--- src/rtl/bnn_neuron_seq_if.sv ---
// Bundle between the layer scheduler / activation buffer and one binary-neuron sequencer.
// Handshake: start is a level request taken only while idle; a result transfers at any
// rising clk edge where out_valid && out_ready, and the producer holds acc_out/y_bit/sat
// stable from out_valid rising until that edge.
interface bnn_neuron_seq_if #(
  parameter int N_IN  = 16,
  parameter int ACC_W = 12
);
  logic             start;
  logic [N_IN-1:0]  x_vec;
  logic [N_IN-1:0]  w_vec;
  logic [ACC_W-1:0] bias;
  logic             busy;
  logic             out_valid;
  logic             out_ready;
  logic [ACC_W-1:0] acc_out;
  logic             y_bit;
  logic             sat;

  modport master (
    output start, x_vec, w_vec, bias, out_ready,
    input  busy, out_valid, acc_out, y_bit, sat
  );

  modport slave (
    input  start, x_vec, w_vec, bias, out_ready,
    output busy, out_valid, acc_out, y_bit, sat
  );
endinterface

--- src/rtl/bnn_neuron_seq.sv ---
// Binary neuron sequencer: one +/-1 ALU step per input bit (XNOR match adds, mismatch
// subtracts), saturating signed accumulator, result offered through valid/ready.
module bnn_acc_alu #(
  parameter int ACC_W = 12
) (
  input  logic             alu_op,
  input  logic [ACC_W-1:0] a,
  input  logic [ACC_W-1:0] b,
  output logic [ACC_W-1:0] y
);
  assign y = alu_op ? (b - a) : (b + a);
endmodule

module bnn_neuron_seq #(
  parameter int N_IN  = 16,
  parameter int ACC_W = 12,
  parameter int IDX_W = 4
) (
  input  logic                  clk,
  input  logic                  rst_n,
  bnn_neuron_seq_if.slave       bus,
  output logic [1:0]            state_dbg
);
  typedef enum logic [1:0] {
    S_IDLE = 2'd0,
    S_RUN  = 2'd1,
    S_DONE = 2'd2
  } state_t;

  localparam logic [ACC_W-1:0] ACC_MAX = {1'b0, {(ACC_W-1){1'b1}}};
  localparam logic [ACC_W-1:0] ACC_MIN = {1'b1, {(ACC_W-1){1'b0}}};
  localparam logic [IDX_W-1:0] IDX_LAST = IDX_W'(N_IN - 1);

  state_t           state, state_nxt;
  logic [N_IN-1:0]  x_lat, w_lat;
  logic [IDX_W-1:0] idx;
  logic [ACC_W-1:0] acc, alu_out, acc_step;
  logic             sat_run;
  logic [ACC_W-1:0] acc_r;
  logic             y_r, sat_r;
  logic             alu_op, clamp, last, out_valid_c, busy_c;

  // ALU operand a is the fixed +1 step; the sign of the step comes from alu_op.
  bnn_acc_alu #(.ACC_W(ACC_W)) u_alu (
    .alu_op (alu_op),
    .a      (ACC_W'(1)),
    .b      (acc),
    .y      (alu_out)
  );

  assign alu_op   = x_lat[idx] ^ w_lat[idx];
  assign clamp    = (!alu_op && (acc == ACC_MAX)) || (alu_op && (acc == ACC_MIN));
  assign acc_step = clamp ? acc : alu_out;
  assign last     = (idx == IDX_LAST);

  always_ff @(posedge clk or negedge rst_n) begin
    if (!rst_n) state <= S_IDLE;
    else        state <= state_nxt;
  end

  always_comb begin
    state_nxt = state;
    unique case (state)
      S_IDLE:  if (bus.start) state_nxt = S_RUN;
      S_RUN:   if (last) state_nxt = S_DONE;
      S_DONE:  if (out_valid_c && bus.out_ready) state_nxt = S_IDLE;
      default: state_nxt = S_IDLE;
    endcase
  end

  always_comb begin
    busy_c      = (state != S_IDLE);
    out_valid_c = (state == S_DONE);
  end

  // Datapath; the published result registers change only when a run completes,
  // so they stay stable under backpressure and after the handshake.
  always_ff @(posedge clk or negedge rst_n) begin
    if (!rst_n) begin
      x_lat   <= '0;
      w_lat   <= '0;
      idx     <= '0;
      acc     <= '0;
      sat_run <= 1'b0;
      acc_r   <= '0;
      y_r     <= 1'b0;
      sat_r   <= 1'b0;
    end else begin
      case (state)
        S_IDLE: begin
          if (bus.start) begin
            x_lat   <= bus.x_vec;
            w_lat   <= bus.w_vec;
            acc     <= bus.bias;
            idx     <= '0;
            sat_run <= 1'b0;
          end
        end
        S_RUN: begin
          acc     <= acc_step;
          sat_run <= sat_run | clamp;
          idx     <= last ? '0 : idx + 1'b1;
          if (last) begin
            acc_r <= acc_step;
            y_r   <= ~acc_step[ACC_W-1];
            sat_r <= sat_run | clamp;
          end
        end
        default: ;
      endcase
    end
  end

  assign bus.busy      = busy_c;
  assign bus.out_valid = out_valid_c;
  assign bus.acc_out   = acc_r;
  assign bus.y_bit     = y_r;
  assign bus.sat       = sat_r;
  assign state_dbg     = state;
endmodule

--- src/flat_wrapper.sv ---
// flat-port wrapper written by rule: the top's interface ports become plain ports
module bnn_neuron_seq_flat 
#(
  parameter int N_IN  = 16,
  parameter int ACC_W = 12,
  parameter int IDX_W = 4
)
  (clk, rst_n, state_dbg, bus_start, bus_x_vec, bus_w_vec, bus_bias, bus_out_ready, bus_busy, bus_out_valid, bus_acc_out, bus_y_bit, bus_sat);
  bnn_neuron_seq_if #(.N_IN(N_IN), .ACC_W(ACC_W)) bus_i ();
  input  logic clk;
  input  logic rst_n;
  output logic [1:0] state_dbg;
  input wire logic [$bits(bus_i.start)-1:0] bus_start;
  input wire logic [$bits(bus_i.x_vec)-1:0] bus_x_vec;
  input wire logic [$bits(bus_i.w_vec)-1:0] bus_w_vec;
  input wire logic [$bits(bus_i.bias)-1:0] bus_bias;
  input wire logic [$bits(bus_i.out_ready)-1:0] bus_out_ready;
  output wire logic [$bits(bus_i.busy)-1:0] bus_busy;
  output wire logic [$bits(bus_i.out_valid)-1:0] bus_out_valid;
  output wire logic [$bits(bus_i.acc_out)-1:0] bus_acc_out;
  output wire logic [$bits(bus_i.y_bit)-1:0] bus_y_bit;
  output wire logic [$bits(bus_i.sat)-1:0] bus_sat;
  assign bus_i.start = bus_start;
  assign bus_i.x_vec = bus_x_vec;
  assign bus_i.w_vec = bus_w_vec;
  assign bus_i.bias = bus_bias;
  assign bus_i.out_ready = bus_out_ready;
  assign bus_busy = bus_i.busy;
  assign bus_out_valid = bus_i.out_valid;
  assign bus_acc_out = bus_i.acc_out;
  assign bus_y_bit = bus_i.y_bit;
  assign bus_sat = bus_i.sat;
  bnn_neuron_seq #(.N_IN(N_IN), .ACC_W(ACC_W), .IDX_W(IDX_W)) u_core (.clk(clk), .rst_n(rst_n), .bus(bus_i), .state_dbg(state_dbg));
endmodule
--- config.mk ---
export PLATFORM = sky130hd
export DESIGN_NAME = bnn_neuron_seq_flat
export DESIGN_NICKNAME = d
export VERILOG_FILES = /design/src/rtl/bnn_neuron_seq_if.sv /design/src/rtl/bnn_neuron_seq.sv /design/src/flat_wrapper.sv
export SDC_FILE = /design/constraint.sdc
export NUM_CORES = 1
export LEC_CHECK = 0
export BUFFER_PORTS_ARGS = -buffer_cell sky130_fd_sc_hd__buf_2
export CAP_MARGIN = 20
export CELL_PAD_IN_SITES_DETAIL_PLACEMENT = 0
export CELL_PAD_IN_SITES_GLOBAL_PLACEMENT = 1
export CORE_MARGIN = 2
export CORE_UTILIZATION = 45
export CTS_CLUSTER_DIAMETER = 150
export DETAILED_ROUTE_END_ITERATION = 7
export GPL_TIMING_DRIVEN = 0
export PLACE_DENSITY_LB_ADDON = 0.3
export SYNTH_ARGS = -nofsm -noshare
export SYNTH_HDL_FRONTEND = slang
export SYNTH_SLANG_ARGS = --single-unit
--- constraint.sdc ---
create_clock -name clk -period 8.8 [get_ports clk]
set_input_delay 0.44 -clock clk [delete_from_list [all_inputs] [get_ports clk]]
set_output_delay 0.44 -clock clk [all_outputs]
set_load 0.005 [all_outputs]
==> results_dict.tcl <==
set metrics [dict create \
    status "finished, final reports clean" \
    clk_latency_ns 0.35 \
    detail_route.wl_per_cell_microns 15.3 \
    synthArstFlopShare_pct 100 \
    critPathBufInv 1 \
    synth_area_per_cell_sq_um 9.05 \
    reg2reg_from "u_core.x_lat[10]" \
    io_buffers 65 \
    grt_antenna_before_repair 0 \
    num_antenna_cells 0 \
    r2r_cells 13 \
    nets 524 \
    min_period_ns 4.01 \
    cts_tree "done" \
    finalSetupTns_ns 0 \
    path_clk_slew_ns 0.07 \
    dr_total_vias 2992 \
    syn_area_sq_um 3500 \
    setup.worst_path.end_class "register" \
    critPathLaunchType "register" \
    cpPeakStageDelay_ns 0.46 \
    drtIter0Drc 134 \
    ys_ff_latch 65 \
    place_hpwl_microns 6160 \
    first_pass_iters 4 \
    io_pins 66 \
    root_buffer "clkbuf_8" \
    post-route-drc-count 0 \
    crit_family "compound AO/OA/AOI/OAI gates" \
    syn_inst 387 \
    setup_viol 0 \
    cp.arrival_ns 4.25 \
    coreArea_sq_um 7650 \
    critical_path_class "reg2reg" \
    slew_headroom_pct 45.8 \
    place_congestion 0.894 \
    htreeDepth 3 \
    hold_buffers 0 \
    drive_above_1_share_pct 19.9 \
    fp.dieArea_sq_um 8500 \
    final_hold_viol_count 0 \
    viasPerCell 5.26 \
    final_util_pct 54.0 \
    die_w_microns 92.2 \
    rows 32 \
    path_max_fanout 12 \
    grt_use_total_pct 21.7 \
    synth_fp_nets 448 \
    cts_inserted_buffers 9 \
    grt_max_degree 66 \
    drv_slew 0 \
    ys.warnings.count 0 \
    grt_pass1_wl_microns 14400 \
    initial_core_util_pct 45.8 \
    clock_tree.buffer_depth 2 \
    max-cap-violations 0 \
    ys_seq_area_share_pct 46.5 \
    drtAntennaViolNets 0 \
    area_growth_pct 18.0 \
    synth_edf_count 0 \
    rsz0062_at_grt "false" \
    ctsResizeCount 0 \
    cts_setup_buffers 0 \
    min_period_over_period_pct 45.6 \
    r2r_slack_ns 4.79 \
    overflow 0 \
    r2r_end "u_core.acc[9]" \
    synth_cell_types 48 \
    finClkSkew_ns 0.00586 \
    critPathSlowestCell "mux4_2" \
    worstPathCellList "xor2_1, mux4_2, and3_4, nor4_4, inv_1, ha_1, a211o_1, a21oi_1, a21oi_1, a31oi_1, xor2_1, o21ai_0, a221o_1" \
    critical_path_depth 13 \
    clkSinkCount 65 \
    die_y_microns 92.2 \
    yosys_most_used_dff "dfrtp_1" \
    finalWirelength_microns 8680 \
    worst_pin_slew_ns 0.813 \
    num-fill-cells 739 \
    grt_pass1_vias 3022 \
    required_ns 9.03 \
    max_freq_mhz 249 \
    min_path_type "in2async" \
]
## cell families (layout without fill, tap and decap cells)
kind of cell / count (synthesis) / count (layout) / share of synthesized area, %
buffers and inverters: 25 / 105 / 2.97
and+or+nand+nor: 181 / 181 / 22.9
DFF: 65 / 65 / 46.5
AOI/OAI and AO/OA: 70 / 70 / 13.3
adders and majority gates: 13 / 13 / 4.86
muxes: 8 / 8 / 3.22
xor gates and xnor gates: 25 / 25 / 6.25
## per-layer routing
metal | track usage, % | up-vias | part of all wire, %
met5 | 0 | - | 0
met4 | 8.83 | 0 | 1.8
met3 | 3.94 | 15 | 5.0
met2 | 37.2 | 83 | 51
met1 | 27.1 | 1411 | 43
li1 | - | 1483 | -
## worst reg2reg max path, cell delays in order (launching register included)
cell and delay (ns):
dfrtp_1 0.39, xor2_1 0.18, mux4_2 0.46, and3_4 0.20, nor4_4 0.45, inv_1 0.33, ha_1 0.38, a211o_1 0.27
a21oi_1 0.24, a21oi_1 0.15, a31oi_1 0.22, xor2_1 0.16, o21ai_0 0.11, a221o_1 0.34
## metrics by stage
step                hold slack [ns]  instance area (sq um)  setup slack (ns)  instances
global route                  0.254                   4130              4.51        569
CTS                           0.218                   4130              4.77        569
detailed placement            0.462                   3960              4.78        554
floorplan                     0.144                   3500              5.26        387
global placement              0.460                   3950              4.83        554
finish                        0.189                   4130              4.79        569
## how the worst max path moves through the flow
stage                     startpoint          endpoint  slack, ns
detailed placement  u_core.x_lat[10]     u_core.acc[9]       4.78
global route        u_core.x_lat[10]     u_core.acc[9]       4.51
floorplan           u_core.x_lat[14]  u_core.bus.y_bit       5.26
finish              u_core.x_lat[10]     u_core.acc[9]       4.79
global placement    u_core.x_lat[10]     u_core.acc[9]       4.83
CTS                 u_core.x_lat[10]     u_core.acc[9]       4.77
## cell usage in the layout (no fill, tap or decap), types with 7 or more instances in the layout
master    synthesis  routed
nand2_1         119     119
inv_1             7       7
buf_2             2      66
dfrtp_1          65      65
ha_1             12      12
xor2_1           16      16
and3_1            9       9
o21ai_0          14      14
a21oi_1          17      17
nor2_1           20      20
a221o_1           7       7
clkbuf_1         15      17
clkbuf_8          0       9
nand3_1           7       7
xnor2_1           9       9
## cell usage after synthesis (all sizes together), types with 2 or more instances
| cell type | instances | share of area (%) |
|---|---|---|
| nand2 | 119 | 13 |
| dfrtp | 65 | 46 |
| nor2 | 20 | 2.1 |
| a21oi | 17 | 2.4 |
| o21ai | 17 | 2.4 |
| xor2 | 16 | 4.0 |
| clkbuf | 15 | 1.6 |
| ha | 12 | 4.3 |
| and3 | 10 | 1.9 |
| xnor2 | 9 | 2.3 |
| a221o | 7 | 2.0 |
| inv | 7 | 0.75 |
| nand3 | 7 | 1.0 |
| a21o | 6 | 1.3 |
| mux2 | 6 | 1.9 |
| nor4 | 6 | 1.5 |
| nand2b | 5 | 0.89 |
| o22ai | 5 | 0.89 |
| buf | 3 | 0.61 |
| nor3 | 3 | 0.43 |
| a211oi | 2 | 0.43 |
| and2 | 2 | 0.36 |
| mux4 | 2 | 1.3 |
| nand4 | 2 | 0.36 |
| nand4b | 2 | 0.50 |
| o21bai | 2 | 0.43 |
| o2bb2ai | 2 | 0.50 |
| o31ai | 2 | 0.43 |
| or2 | 2 | 0.36 |
## final cells by class
type	count	area [sq um]	share of cell area [%]
clock buffers	11	131	3.18
flip-flops and latches	65	1630	39.4
plain buffers	18	77.6	1.88
well taps	102	128	3.09
multi-input cells	297	1770	42.8
inverters	7	26.3	0.636
clock inverters	4	45.0	1.09
repair buffers	65	328	7.93
## sequential cells by signal, indices dropped and copies added, names as in the netlist
signal	flops
u_core.x_lat	16
u_core.bus.acc_out	12
u_core.acc	12
u_core.sat_run	1
u_core.state_dbg	2
u_core.idx	4
u_core.bus.sat	1
u_core.bus.y_bit	1
u_core.w_lat	16
Power is not shown: default switching activity piles up to over one toggle a cycle in this logic, so the estimate is an artifact.
